$ cat src/rtl/multicycle_control.sv
// ---------------------------------------------------------------------------
// multicycle_control
//
// Main control FSM for a multicycle RV32 subset datapath
// (lw, sw, R-type, addi, beq/bne). It walks FETCH -> DECODE -> EXEC ->
// [MEM] -> [WB] and drives the datapath enables and selects. Unknown
// opcodes and unknown branch funct3 values enter TRAP, which is sticky
// until reset.
//
// Ports
//   clk          rising-edge clock
//   reset        synchronous active-high reset
//   opcode       IR[6:0], stable from DECODE to end of instruction
//   funct3       IR[14:12]
//   zero         ALU zero flag (valid in EXEC)
//   memAck       memory finishes the pending memRead/memWrite this cycle
//   pcWrite, irWrite, regWrite, memRead, memWrite, memToReg
//                datapath enables / selects
//   aluSrcA      0 = old PC, 1 = rs1
//   aluSrcB      00 = rs2, 01 = constant 4, 10 = immediate
//   aluOp        00 = add, 01 = subtract, 10 = decode by funct fields
//   pcSrc        0 = ALU result, 1 = branch-target register
//   illegalInstr sticky trap flag
//   state        current state encoding (debug)
//
// Optional feature: define PERF_COUNT_EN to add the cycleCount and
// instrRetired performance counters.
// ---------------------------------------------------------------------------
module multicycle_control (
  input  logic       clk,
  input  logic       reset,
  input  logic [6:0] opcode,
  input  logic [2:0] funct3,
  input  logic       zero,
  input  logic       memAck,
  output logic       pcWrite,
  output logic       irWrite,
  output logic       regWrite,
  output logic       memRead,
  output logic       memWrite,
  output logic       memToReg,
  output logic       aluSrcA,
  output logic [1:0] aluSrcB,
  output logic [1:0] aluOp,
  output logic       pcSrc,
  output logic       illegalInstr,
  output logic [2:0] state
`ifdef PERF_COUNT_EN
  ,
  output logic [31:0] cycleCount,
  output logic [31:0] instrRetired
`endif
);

  localparam logic [2:0] FETCH  = 3'd0;
  localparam logic [2:0] DECODE = 3'd1;
  localparam logic [2:0] EXEC   = 3'd2;
  localparam logic [2:0] MEM    = 3'd3;
  localparam logic [2:0] WB     = 3'd4;
  localparam logic [2:0] TRAP   = 3'd5;

  localparam logic [6:0] OP_LOAD   = 7'b0000011;
  localparam logic [6:0] OP_STORE  = 7'b0100011;
  localparam logic [6:0] OP_RTYPE  = 7'b0110011;
  localparam logic [6:0] OP_IMM    = 7'b0010011;
  localparam logic [6:0] OP_BRANCH = 7'b1100011;

  logic [2:0] stateReg;
  logic [2:0] stateNext;
  logic       illegalReg;

  // Raw decode of the architectural write enables; gated by reset below.
  logic pcWriteRaw;
  logic irWriteRaw;
  logic regWriteRaw;

  logic isLoad;
  logic isStore;
  logic isRtype;
  logic isImm;
  logic isBranch;
  logic brKnown;
  logic brTaken;

  assign isLoad   = (opcode == OP_LOAD);
  assign isStore  = (opcode == OP_STORE);
  assign isRtype  = (opcode == OP_RTYPE);
  assign isImm    = (opcode == OP_IMM);
  assign isBranch = (opcode == OP_BRANCH);

  // Only beq (000) and bne (001) are implemented.
  assign brKnown = (funct3 == 3'b000) || (funct3 == 3'b001);
  assign brTaken = ((funct3 == 3'b000) &&  zero) ||
                   ((funct3 == 3'b001) && !zero);

  always_comb begin
    stateNext   = FETCH;
    pcWriteRaw  = 1'b0;
    irWriteRaw  = 1'b0;
    regWriteRaw = 1'b0;
    memRead     = 1'b0;
    memWrite    = 1'b0;
    memToReg    = 1'b0;
    aluSrcA     = 1'b0;
    aluSrcB     = 2'b00;
    aluOp       = 2'b00;
    pcSrc       = 1'b0;

    case (stateReg)
      FETCH: begin
        memRead = 1'b1;
        aluSrcB = 2'b01;
        if (memAck) begin
          irWriteRaw = 1'b1;
          pcWriteRaw = 1'b1;
          stateNext  = DECODE;
        end else begin
          stateNext  = FETCH;
        end
      end

      DECODE: begin
        // PC + imm computed here lands in the branch-target register.
        aluSrcB   = 2'b10;
        stateNext = (isLoad || isStore || isRtype || isImm || isBranch)
                    ? EXEC : TRAP;
      end

      EXEC: begin
        aluSrcA = 1'b1;
        if (isLoad || isStore) begin
          aluSrcB   = 2'b10;
          stateNext = MEM;
        end else if (isRtype) begin
          aluOp     = 2'b10;
          stateNext = WB;
        end else if (isImm) begin
          aluSrcB   = 2'b10;
          stateNext = WB;
        end else if (isBranch) begin
          aluOp      = 2'b01;
          pcSrc      = 1'b1;
          pcWriteRaw = brKnown && brTaken;
          stateNext  = brKnown ? FETCH : TRAP;
        end else begin
          // Opcode changed after DECODE accepted it.
          stateNext = TRAP;
        end
      end

      MEM: begin
        if (isLoad) begin
          memRead   = 1'b1;
          stateNext = memAck ? WB : MEM;
        end else if (isStore) begin
          memWrite  = 1'b1;
          stateNext = memAck ? FETCH : MEM;
        end else begin
          stateNext = TRAP;
        end
      end

      WB: begin
        regWriteRaw = 1'b1;
        memToReg    = isLoad;
        stateNext   = FETCH;
      end

      TRAP: begin
        stateNext = TRAP;
      end

      default: begin
        stateNext = FETCH;
      end
    endcase
  end

  // A reset cycle must not commit anything architectural, even if the
  // current state would otherwise retire or fetch.
  assign pcWrite  = pcWriteRaw  & ~reset;
  assign irWrite  = irWriteRaw  & ~reset;
  assign regWrite = regWriteRaw & ~reset;

  always_ff @(posedge clk) begin
    if (reset) begin
      stateReg   <= FETCH;
      illegalReg <= 1'b0;
    end else begin
      stateReg <= stateNext;
      if (stateNext == TRAP) begin
        illegalReg <= 1'b1;
      end
    end
  end

  assign state        = stateReg;
  assign illegalInstr = illegalReg;

`ifdef PERF_COUNT_EN
  logic retire;

  // Last cycle of an instruction: WB, acknowledged store, or a resolved branch.
  assign retire = (stateReg == WB) ||
                  ((stateReg == MEM) && isStore && memAck) ||
                  ((stateReg == EXEC) && isBranch && brKnown);

  logic [31:0] cycleCountReg;
  logic [31:0] instrRetiredReg;

  always_ff @(posedge clk) begin
    if (reset) begin
      cycleCountReg   <= 32'd0;
      instrRetiredReg <= 32'd0;
    end else begin
      cycleCountReg <= cycleCountReg + 32'd1;
      if (retire) begin
        instrRetiredReg <= instrRetiredReg + 32'd1;
      end
    end
  end

  assign cycleCount   = cycleCountReg;
  assign instrRetired = instrRetiredReg;
`endif

endmodule

$ cat config.mk
export PLATFORM = sky130hd
export DESIGN_NAME = multicycle_control
export DESIGN_NICKNAME = d
export VERILOG_FILES = /design/src/rtl/multicycle_control.sv
export SDC_FILE = /design/constraint.sdc
export NUM_CORES = 1
export LEC_CHECK = 0
export BUFFER_PORTS_ARGS = -buffer_cell sky130_fd_sc_hd__buf_2
export CAP_MARGIN = 10
export CORE_AREA = 2 2 39 41
export DETAILED_ROUTE_END_ITERATION = 16
export DIE_AREA = 0 0 41 43
export PLACE_DENSITY = 0.84
export SKIP_CTS_REPAIR_TIMING = 1
export SLEW_MARGIN = 25
export SYNTH_ARGS = -nofsm -noshare
export SYNTH_HDL_FRONTEND = slang
export SYNTH_SLANG_ARGS = --single-unit
$ cat constraint.sdc
create_clock -name clk -period 3.9 [get_ports clk]
set_input_delay 1.17 -clock clk [delete_from_list [all_inputs] [get_ports clk]]
set_output_delay 1.17 -clock clk [all_outputs]
set_load 0.01 [all_outputs]
==> results of run 1 <==
-- sequential cells by signal (all words and copies together), names as in the netlist --
signal and flops:
state 3, illegalInstr 1
-- cells by family after synthesis --
family,after synthesis
AO/OA/AOI/OAI,17
XOR/XNOR,1
buffers and inverters,8
flip-flops,4
AND/OR/NAND/NOR,35
-- cell type report --
| type | count | area [µm²] |
|---|---|---|
| sequential | 4 | 80.1 |
| multi-input combinational | 53 | 378 |
| clock buffer | 3 | 22.5 |
| timing repair buffer | 29 | 145 |
| fill | 134 | 723 |
| inverter | 4 | 15.0 |
| tap | 16 | 20.0 |
-- placed cells by master, fill, tap and decap left out, types with 2 or more instances in the layout --
master / instances
sky130_fd_sc_hd__buf_2: 29
sky130_fd_sc_hd__nor2_1: 9
sky130_fd_sc_hd__inv_1: 4
sky130_fd_sc_hd__nor3_1: 4
sky130_fd_sc_hd__nand2_1: 4
sky130_fd_sc_hd__a21oi_1: 4
sky130_fd_sc_hd__dfxtp_1: 4
sky130_fd_sc_hd__a31oi_1: 3
sky130_fd_sc_hd__nand2b_1: 3
sky130_fd_sc_hd__and3_1: 3
sky130_fd_sc_hd__clkbuf_4: 3
sky130_fd_sc_hd__nand3_1: 2
sky130_fd_sc_hd__nand4_1: 2
sky130_fd_sc_hd__nand3b_1: 2
sky130_fd_sc_hd__a221oi_2: 2
-- how the worst max path moves through the flow --
stage / end
2_1_floorplan: pcWrite
3_3_place_gp: pcWrite
3_5_place_dp: pcWrite
4_1_cts: pcWrite
5_1_grt: pcWrite
6_report: pcWrite
-- metrics by stage --
stage	worst slack, ps	hold WS (ps)	total power [mW]	cells
floorplan	628	521	0.0848	65
global placement	343	506	0.103	106
detailed placement	314	554	0.106	106
CTS	303	562	0.156	109
global route	199	577	0.168	109
finish	286	575	0.155	109
-- metal layers --
layer  up-vias  global-route usage (%)  routed length (µm)
li1        303                       -                   -
met1       282                    24.7                 582
met2        38                    25.9                 702
met3         4                    3.14                 113
met4         0                    8.00                  35
met5         -                       0                   0
-- power by group --
| part | leakage [nW] | total [mW] | switching (mW) | internal (mW) |
|---|---|---|---|---|
| sequential | 0.0328 | 0.0504 | 0.00644 | 0.0440 |
| combinational | 0.257 | 0.0555 | 0.0299 | 0.0256 |
| clock | 0.0138 | 0.0495 | 0.0152 | 0.0343 |
-- worst max-delay path, cell delays in order --
cell and delay [ps]:
sky130_fd_sc_hd__buf_2 100, sky130_fd_sc_hd__and4bb_4 370, sky130_fd_sc_hd__nand3_1 100, sky130_fd_sc_hd__o41ai_1 370
sky130_fd_sc_hd__and3_1 210, sky130_fd_sc_hd__buf_2 120
==> results.rst, run 1 <==
.. list-table::
   :header-rows: 1

   * - Metric
     - Value
   * - Reg2reg start
     - state[0]
   * - Post-DR wirelength/cell
     - 13.1 µm
   * - Post-synthesis share of cell area spent on xor and xnor gates
     - 1.70%
   * - Fraction of the yosys area taken by sequential cells
     - 15.6%
   * - Top cells by area, synth
     - sky130_fd_sc_hd__dfxtp_1 16%, sky130_fd_sc_hd__nor2_1 6.6%, sky130_fd_sc_hd__buf_6 6.6%
   * - Library cell used as clock root buffer
     - sky130_fd_sc_hd__clkbuf_4
   * - Arrival time of data at the critical path endpoint
     - 2440 ps
   * - Yosys warning count
     - 0
   * - I/O pin count
     - 30
   * - Overflow after GRT
     - 0
   * - Remaining routing DRC violations
     - 0
   * - Setup tns final
     - 0 ps
   * - Global-route wire length before repair
     - 2240 µm
   * - Overall die height
     - 43 µm
   * - Detailed Route WL
     - 1430 µm
   * - Clock latency at the later pin of the worst-skew pair
     - 230 ps
   * - Quantity of I/O buffers inserted on ports
     - 29
   * - Total clock buffers created by CTS
     - 3
   * - Overall via count from detail_route
     - 627
   * - First element of the critical path
     - opcode[2]
   * - CTS tree
     - yes
   * - Worst reg-to-reg path cell count
     - 4
   * - Outcome
     - finished, final reports clean
   * - Antenna violations before repair
     - 0
   * - Async S/R FF share, synth
     - 0%
   * - Clock slew at the register clock pins of the worst setup and hold paths
     - 40 ps
   * - Area growth syn-to-layout
     - 28.5%
   * - Required time of the worst setup path
     - 2730 ps
   * - Area of all placed cells without fillers
     - 661 µm²
   * - Largest net degree at the start of global routing
     - 12
   * - Peak supply drop
     - 0.0000976 V
   * - Startpoint Class
     - input port
   * - Clk sinks
     - 4
   * - Initial Util
     - 37.2%
   * - Max Buffers Root-to-Sink
     - 2
   * - Most instantiated library cell after synthesis
     - sky130_fd_sc_hd__nor2_1
   * - Post-synthesis instance area
     - 514 µm²
   * - Diodes inserted
     - 0
   * - Setup repair after global routing missed its margin
     - false
   * - Synthesized-area fraction occupied by ao, oa, aoi and oai cells
     - 28.2%
   * - Layout Skew
     - 0.700 ps
   * - Standard cell core area
     - 1380 µm²
   * - DP Area
     - 638 µm²
   * - Critical path type
     - in -> out
   * - Width of the die
     - 41 µm
   * - Static Leak
     - 0.303 nW
   * - Die area
     - 1760 µm²
   * - Worst slew margin relative to its limit
     - 73.0%
   * - Nets
     - 109
   * - Post-layout minimum cycle time
     - 3610 ps
   * - Peak Freq
     - 0.277 GHz
   * - Combinational family with the most area after synthesis
     - simple AND/OR/NAND/NOR gates
   * - H-Tree Level Count
     - 1
   * - Worst-path maximum fanout
     - 7
   * - Destination of the worst hold path
     - illegalInstr
   * - Post-synthesis adder-cell area fraction
     - 0%
   * - Post-synthesis share of cell area spent on and, or, nand and nor gates
     - 43.6%
   * - Share of final-layout standard cells stronger than drive strength 1
     - 43.0%
   * - Count of endpoints failing setup in the final report
     - 0
   * - Cell count of the worst hold path
     - 2
   * - Worst hold path class
     - reg -> reg
   * - End of the worst register-to-register path
     - illegalInstr
   * - Top cell type by total area after synthesis
     - sky130_fd_sc_hd__dfxtp_1
   * - Final clock period utilization by the worst path
     - 92.7%
   * - Number of iterations in the first detailed-routing pass
     - 4
   * - Num rows
     - 14
   * - Power density normalized to cell area
     - 235 nW/µm²
   * - Endpoint kind of the worst setup timing path
     - output pin
   * - Drt via density
     - 5.75
   * - EDFF count, synth
     - 0
   * - Max-capacitance violation count
     - 0
   * - Final ANT Viol Nets
     - 0
   * - Number of storage elements in the synthesis netlist
     - 4
   * - Gr usage total
     - 17.9%
   * - Yosys cell types
     - 30
   * - Portion of netlist area occupied by mux cells
     - 0%
   * - Post-DP HPWL
     - 1130 µm
   * - Top flip-flop cell by instance count after synthesis
     - sky130_fd_sc_hd__dfxtp_1
   * - Top cell type's share of synthesized area
     - 15.6%
   * - Final Max Slew Viols
     - 0
   * - Register-to-register path setup slack
     - 2310 ps
   * - Iteration-0 DRC count of the detailed router
     - 26
   * - RD Place Congestion
     - 0.874
   * - Total count of hold-check failures in the final report
     - 0
   * - Post-layout utilization of the core
     - 47.7%
   * - Synthesized instance count
     - 65
   * - Via count of the first global-routing pass
     - 524
   * - Source of the worst hold timing path
     - illegalInstr
   * - Synthesized area divided by synthesized cell count
     - 7.91 µm²
   * - Net count after synthesis
     - 79
   * - Pin slew with the least headroom to its limit
     - 402 ps
Power figures use the tool's default switching activity.
==> inputs of run 2 (changes only) <==
Clock period 3.9 ns to 3.49 ns, I/O delays scaled along.
==> run 2 against run 1 <==
  * Flip-flop and latch count did not move
  * Cell count unchanged
  * Non-clock buffer count unchanged
  * Core utilization increased by 0.54 points
  * Die area stayed put
  * Clock skew is essentially flat
  * Clock power up 12%
  * Global-route usage shrank 0.10 points
  * Power up 12%
  * Largest cell class unchanged
  * Highest routed layer unchanged
==> results.rst, run 2 (same netlist as run 1, synthesis figures left out) <==
.. list-table::
   :header-rows: 1

   * - Metric
     - Value
   * - Final Max Slew Viols
     - 0 (unchanged)
   * - Cell count of the worst hold path
     - 2 (unchanged)
   * - Global-route wire length before repair
     - 2220 µm (-0.63%)
   * - Net load switching power
     - 57.9 µW (+12%)
   * - Total stage count of the critical path
     - 6 (unchanged)
   * - Hold WS
     - 573 ps (-2.43 ps)
   * - Standard cell core area
     - 1380 µm² (unchanged)
   * - Overall via count from detail_route
     - 617 (-1.6%)
   * - Num rows
     - 14 (unchanged)
   * - Detailed Route WL
     - 1430 µm (about the same)
   * - Slowest stage delay, CP
     - 370 ps (about the same)
   * - Die area
     - 1760 µm² (unchanged)
   * - Remaining routing DRC violations
     - 0 (unchanged)
   * - Share of final-layout standard cells stronger than drive strength 1
     - 44.1% (+1.1 points)
   * - Max FFs per register
     - 3 (unchanged)
   * - Critical path type
     - in -> out
   * - Total count of hold-check failures in the final report
     - 0 (unchanged)
   * - H-Tree Level Count
     - 1 (unchanged)
   * - Worst-path maximum fanout
     - 7 (unchanged)
   * - Cell with the largest stage delay on the worst path
     - sky130_fd_sc_hd__and4bb_4
   * - Via count of the first global-routing pass
     - 528 (+0.76%)
   * - Nets
     - 109 (unchanged)
   * - Library cell used as clock root buffer
     - sky130_fd_sc_hd__clkbuf_4
   * - Max Buffers Root-to-Sink
     - 2 (unchanged)
   * - Max-capacitance violation count
     - 0 (unchanged)
   * - Top delay family on crit path
     - simple AND/OR/NAND/NOR gates
   * - Arrival time of data at the critical path endpoint
     - 2250 ps (-190 ps)
   * - Post-layout minimum cycle time
     - 3290 ps
   * - Gr usage total
     - 17.8% (-0.10 points)
   * - Layout Skew
     - 0.677 ps (-0.0230 ps)
   * - Power density normalized to cell area
     - 261 nW/µm² (+11%)
   * - Final ANT Viol Nets
     - 0 (unchanged)
   * - Largest net degree at the start of global routing
     - 12 (unchanged)
   * - Sum of buffers and inverters on the critical path
     - 2 (unchanged)
   * - Clock slew at the register clock pins of the worst setup and hold paths
     - 40 ps (about the same)
   * - Setup tns final
     - 0 ps (unchanged)
   * - Count of endpoints failing setup in the final report
     - 0 (unchanged)
   * - Inst Count DP
     - 106 (unchanged)
   * - Initial Util
     - 37.2% (unchanged)
   * - Number of iterations in the first detailed-routing pass
     - 4 (unchanged)
   * - Most frequent cells in the layout
     - 29 x sky130_fd_sc_hd__buf_2, 9 x sky130_fd_sc_hd__nor2_1
   * - Quantity of I/O buffers inserted on ports
     - 29 (unchanged)
   * - Overall die height
     - 43 µm (unchanged)
   * - Post-route non-filler standard cell count
     - 109 (unchanged)
   * - I/O pin count
     - 30 (unchanged)
   * - Total met3 wirelength after detailed routing
     - 123 µm (+8.8%)
   * - Power Total
     - 174 µW (+12%)
   * - Most repeated library cell on the critical path
     - sky130_fd_sc_hd__buf_2
   * - Worst slack at placement
     - 179 ps (-136 ps)
   * - Drt via density
     - 5.66 (-1.6%)
   * - M1 wire length
     - 611 µm (+5.0%)
   * - Clock latency at the later pin of the worst-skew pair
     - 230 ps (about the same)
   * - Source of the worst hold timing path
     - illegalInstr
   * - Commonest non-fill, non-tap cell in the layout
     - sky130_fd_sc_hd__buf_2
   * - Worst reg-to-reg path cell count
     - 5 (+1)
   * - Clock group share of total power
     - 31.9% (about the same)
   * - Flop pwr share
     - 32.3% (about the same)
   * - Reg2reg start
     - state[0]
   * - Area of all placed cells without fillers
     - 668 µm² (+1.1%)
   * - Final setup slack of the worst path
     - 198 ps (-88.6 ps)
   * - Pin slew with the least headroom to its limit
     - 435 ps (+33.3 ps)
   * - Diodes inserted
     - 0 (unchanged)
   * - DP Area
     - 638 µm² (unchanged)
   * - Clk sinks
     - 4 (unchanged)
   * - Overflow after GRT
     - 0 (unchanged)
   * - Outcome
     - finished, final reports clean
   * - Highest metal layer used by the detailed router
     - met4
   * - Endpoint kind of the worst setup timing path
     - output pin
   * - Final clock period utilization by the worst path
     - 94.3%
   * - Peak supply drop
     - 0.000109 V (+12%)
   * - Total clock buffers created by CTS
     - 3 (unchanged)
   * - Switching power as a share of total power
     - 33.3% (+0.063 points)
   * - Post-DP HPWL
     - 1130 µm (-0.38%)
   * - Startpoint Class
     - input port
   * - Comb power frac
     - 35.8% (about the same)
   * - Sequence of cells on the critical path
     - buf_2 -> and4bb_4 -> nand3_1 -> o41ai_2 -> and3_1 -> buf_2
   * - Worst hold path class
     - reg -> reg
   * - Iteration-0 DRC count of the detailed router
     - 25 (-3.8%)
   * - Width of the die
     - 41 µm (unchanged)
   * - CTS tree
     - yes
   * - Required time of the worst setup path
     - 2440 ps (-290 ps)
   * - Post-DR wirelength/cell
     - 13.2 µm (about the same)
   * - Post-layout utilization of the core
     - 48.3% (+0.54 points)
   * - Antenna violations before repair
     - 0 (unchanged)
   * - Static Leak
     - 0.306 nW (+0.99%)
   * - Setup repair after global routing missed its margin
     - false
   * - First element of the critical path
     - opcode[2]
   * - Routed length on met2
     - 664 µm (-5.4%)
   * - Peak Freq
     - 0.304 GHz
   * - Internal Pwr Total
     - 116 µW (+12%)
   * - Worst slew margin relative to its limit
     - 70.8% (-2.2 points)
   * - Area growth syn-to-layout
     - 29.9%
   * - RD Place Congestion
     - 0.874 (about the same)
==> run 2: cell types whose count changed in the layout (fill, tap and decap cells not counted) <==
| cell | before | now |
|---|---|---|
| sky130_fd_sc_hd__o41ai_2 | 0 | 1 |
| sky130_fd_sc_hd__o41ai_1 | 1 | 0 |
==> run 2: worst paths after layout <==
check | to | slack (ps)
max | pcWrite | 200
min | illegalInstr | 570
max reg2reg | illegalInstr | 1870
min reg2reg | illegalInstr | 570
==> run 2: cell type report <==
| class | count | area (µm²) |
|---|---|---|
| well taps | 16 | 20.0 |
| repair buffers | 29 | 145 |
| fillers | 135 | 716 |
| multi-input cells | 53 | 385 |
| flip-flops and latches | 4 | 80.1 |
| inverters | 4 | 15.0 |
| clock buffers | 3 | 22.5 |
==> run 2: power groups by stage <==
stage	combinational (mW)	sequential [mW]	clock [mW]
floorplan	0.0412	0.0535	0
global placement	0.0589	0.0566	0
detailed placement	0.0613	0.0567	0
CTS	0.0614	0.0560	0.0567
global route	0.0685	0.0568	0.0620
finish	0.0624	0.0562	0.0556
==> run 2: worst reg2reg max path, delay by kind of cell, from the launching register on <==
kind | cells | cell delay [ps]
buf+inv | 2 | 290
flops | 1 | 520
simple gates | 1 | 200
compound gates | 2 | 460
==> run 2: per-layer routing <==
layer / vias to the layer above / GRT usage [%]
met2: 38 / 25.9
met5: - / 0
met1: 270 / 24.4
met3: 4 / 3.14
met4: 0 / 8.00
li1: 305 / -
==> inputs of run 3 (changes only) <==
Settings changed: ABC_AREA from default to 1, CTS_CLUSTER_SIZE from default to 40, PLACE_DENSITY 0.84 to 0.81.
==> run 3 against run 2 <==
  * Setup slack improved by 240 ps
  * Sequential share of layout area increased by 0.21 points
  * Global-route usage decreased by 0.79 points
  * Flip-flop and latch count did not move
  * Critical endpoint unchanged
==> results.rst, run 3 <==
.. list-table::
   :header-rows: 1

   * - Metric
     - Value
   * - Reg2reg start
     - state[1]
   * - Nets
     - 132 (+21%)
   * - Combinational family with the most area after synthesis
     - simple AND/OR/NAND/NOR gates
   * - Post-DR wirelength/cell
     - 9.38 µm (-29%)
   * - Post-DP HPWL
     - 1040 µm (-7.7%)
   * - Final clock period utilization by the worst path
     - 87.5% (-6.8 points)
   * - Overall die height
     - 43 µm (unchanged)
   * - Via count of the first global-routing pass
     - 543 (+2.8%)
   * - Post-synthesis adder-cell area fraction
     - 0% (unchanged)
   * - Initial Util
     - 34.4% (-2.7 points)
   * - Clock latency at the later pin of the worst-skew pair
     - 240 ps (about the same)
   * - Share of final-layout standard cells stronger than drive strength 1
     - 42.2% (-1.8 points)
   * - Area growth syn-to-layout
     - 37.8%
   * - Diodes inserted
     - 0 (unchanged)
   * - Static Leak
     - 0.381 nW (+25%)
   * - Layout Skew
     - 7.79 ps (+7.11 ps)
   * - Top cell type by total area after synthesis
     - sky130_fd_sc_hd__dfxtp_1
   * - Async S/R FF share, synth
     - 0% (unchanged)
   * - Setup tns final
     - 0 ps (unchanged)
   * - Count of endpoints failing setup in the final report
     - 0 (unchanged)
   * - DP Area
     - 634 µm² (-0.59%)
   * - Net count after synthesis
     - 99 (+25%)
   * - Drt via density
     - 4.69 (-17%)
   * - Global-route wire length before repair
     - 2110 µm (-5.0%)
   * - Overflow after GRT
     - 0 (unchanged)
   * - Register-to-register path setup slack
     - 2280 ps (+410 ps)
   * - Total count of hold-check failures in the final report
     - 0 (unchanged)
   * - Startpoint Class
     - input port
   * - Library cell used as clock root buffer
     - sky130_fd_sc_hd__clkbuf_4
   * - Commonest non-fill, non-tap cell in the layout
     - sky130_fd_sc_hd__buf_2
   * - Detailed Route WL
     - 1240 µm (-14%)
   * - Footprint of the multi-input gates
     - 322 µm² (-17%)
   * - Worst-path maximum fanout
     - 7 (unchanged)
   * - Top post-synthesis cells by count
     - 17 x sky130_fd_sc_hd__nand2_1, 15 x sky130_fd_sc_hd__inv_1, 12 x sky130_fd_sc_hd__nor2_1
   * - Worst slack at placement
     - 437 ps (+259 ps)
   * - Post-layout utilization of the core
     - 47.5% (-0.81 points)
   * - Critical path type
     - in -> out
   * - Synthesized instance count
     - 85 (+31%)
   * - Cell count of the worst hold path
     - 2 (unchanged)
   * - Clk sinks
     - 4 (unchanged)
   * - Source of the worst hold timing path
     - illegalInstr
   * - Max FFs per register
     - 3 (unchanged)
   * - Power density normalized to cell area
     - 257 nW/µm² (-1.5%)
   * - Fill cell instance count of the final layout
     - 149 (+10%)
   * - End of the worst register-to-register path
     - illegalInstr
   * - Top flip-flop cell by instance count after synthesis
     - sky130_fd_sc_hd__dfxtp_1
   * - Quantity of I/O buffers inserted on ports
     - 29 (unchanged)
   * - Portion of netlist area occupied by mux cells
     - 0% (unchanged)
   * - Synthesized area divided by synthesized cell count
     - 5.61 µm² (-29%)
   * - Pin slew with the least headroom to its limit
     - 249 ps (-186 ps)
   * - Remaining routing DRC violations
     - 0 (unchanged)
   * - Yosys cell types
     - 19 (-37%)
   * - Most frequent cells in the layout
     - 29 x sky130_fd_sc_hd__buf_2, 17 x sky130_fd_sc_hd__nand2_1, 15 x sky130_fd_sc_hd__inv_1
   * - EDFF count, synth
     - 0 (unchanged)
   * - Destination of the worst hold path
     - illegalInstr
   * - Final setup slack of the worst path
     - 436 ps (+238 ps)
   * - Inst Count DP
     - 129 (+22%)
   * - Area of all placed cells without fillers
     - 657 µm² (-1.7%)
   * - Post-synthesis instance area
     - 477 µm² (-7.3%)
   * - RD Place Congestion
     - 0.819 (-6.2%)
   * - Fraction of the yosys area taken by sequential cells
     - 16.8% (+1.2 points)
   * - Number of iterations in the first detailed-routing pass
     - 4 (unchanged)
   * - Standard cell core area
     - 1380 µm² (unchanged)
   * - Width of the die
     - 41 µm (unchanged)
   * - Outcome
     - finished, final reports clean
   * - CTS tree
     - yes
   * - Endpoint kind of the worst setup timing path
     - output pin
   * - I/O pin count
     - 30 (unchanged)
   * - Worst reg-to-reg path cell count
     - 9 (+4)
   * - Die area
     - 1760 µm² (unchanged)
   * - Antenna violations before repair
     - 0 (unchanged)
   * - Hold WS
     - 451 ps (-122 ps)
   * - Combined flip-flop and latch cell area
     - 80.1 µm² (unchanged)
   * - Clock slew at the register clock pins of the worst setup and hold paths
     - 30 ps (about the same)
   * - Worst slew margin relative to its limit
     - 83.4% (+13 points)
   * - Post-synthesis share of cell area spent on and, or, nand and nor gates
     - 55.6% (+12 points)
   * - Max Buffers Root-to-Sink
     - 2 (unchanged)
   * - Synthesized-area fraction occupied by ao, oa, aoi and oai cells
     - 9.97% (-18 points)
   * - Required time of the worst setup path
     - 2440 ps (about the same)
   * - Final ANT Viol Nets
     - 0 (unchanged)
   * - Gr usage total
     - 17.0% (-0.79 points)
   * - Peak supply drop
     - 0.000211 V (+93%)
   * - Overall via count from detail_route
     - 619 (+0.32%)
   * - Num rows
     - 14 (unchanged)
   * - Top cells by area, synth
     - sky130_fd_sc_hd__dfxtp_1 17%, sky130_fd_sc_hd__nand2_1 13%, sky130_fd_sc_hd__inv_1 12%
   * - Max-capacitance violation count
     - 0 (unchanged)
   * - Arrival time of data at the critical path endpoint
     - 2010 ps (-240 ps)
   * - Worst hold path class
     - reg -> reg
   * - H-Tree Level Count
     - 1 (unchanged)
   * - Yosys warning count
     - 0 (unchanged)
   * - Final Max Slew Viols
     - 0 (unchanged)
   * - Iteration-0 DRC count of the detailed router
     - 9 (-64%)
   * - Top cell type's share of synthesized area
     - 16.8% (+1.2 points)
   * - Power Total
     - 169 µW (-3.2%)
   * - Post-synthesis share of cell area spent on xor and xnor gates
     - 1.84% (+0.13 points)
   * - Post-route non-filler standard cell count
     - 132 (+21%)
   * - Most instantiated library cell after synthesis
     - sky130_fd_sc_hd__nand2_1
   * - Peak Freq
     - 0.327 GHz (+7.8%)
   * - Number of storage elements in the synthesis netlist
     - 4 (unchanged)
   * - Largest net degree at the start of global routing
     - 8 (-4)
   * - Total clock buffers created by CTS
     - 3 (unchanged)
   * - Setup repair after global routing missed its margin
     - false
   * - Post-layout minimum cycle time
     - 3050 ps (-238 ps)
-- run 3: changes by cell type after synthesis, sizes merged, moves of 3 or more --
cell / previous run / this run
o21ai: 0 / 4
buf: 4 / 1
and3: 3 / 0
inv: 4 / 18
nor2: 9 / 18
nand2: 4 / 22
nand3: 2 / 8
nand2b: 4 / 0
-- run 3: worst max-delay path by stage --
stage / start / end / slack, ps / cells past startpoint
after floorplan: opcode[1] / pcWrite / 650 / 6
after global routing: opcode[2] / pcWrite / 320 / 9
after detailed placement: opcode[3] / pcWrite / 440 / 9
final: opcode[3] / pcWrite / 440 / 9
after global placement: opcode[2] / pcWrite / 460 / 9
after CTS: opcode[3] / pcWrite / 430 / 9
-- run 3: final cells by class --
class                      instances  share of cell area [%]
clock buffer                       3                    3.43
inverter                          18                    10.3
multi-input combinational         62                    49.0
sequential                         4                    12.2
tap                               16                    3.05
timing repair buffer              29                    22.1
-- run 3: worst max-delay path: stages --
cell and delay, ps:
sky130_fd_sc_hd__buf_2 110, sky130_fd_sc_hd__inv_1 50, sky130_fd_sc_hd__nand2_1 70, sky130_fd_sc_hd__nor2_4 140, sky130_fd_sc_hd__nand4_1 170, sky130_fd_sc_hd__nor2_1 120, sky130_fd_sc_hd__nand2_1 60, sky130_fd_sc_hd__a21oi_1 110
sky130_fd_sc_hd__buf_2 140
-- run 3: cells by family after synthesis --
kind of cell    after synthesis
simple gates                 52
xor+xnor                      1
compound gates                9
flops                         4
buf+inv                      19
-- run 3: power breakdown --
part | leakage, nW | internal [mW] | switching [mW]
Clock | 0.0138 | 0.0385 | 0.0200
Sequential | 0.0328 | 0.0492 | 0.00292
Combinational | 0.335 | 0.0234 | 0.0347
-- run 3: routing by layer --
layer	wire length (µm)	GRT usage, %
met1	490	20.6
met2	662	28.1
met3	85	6.28
met4	0	2.00
met5	0	0
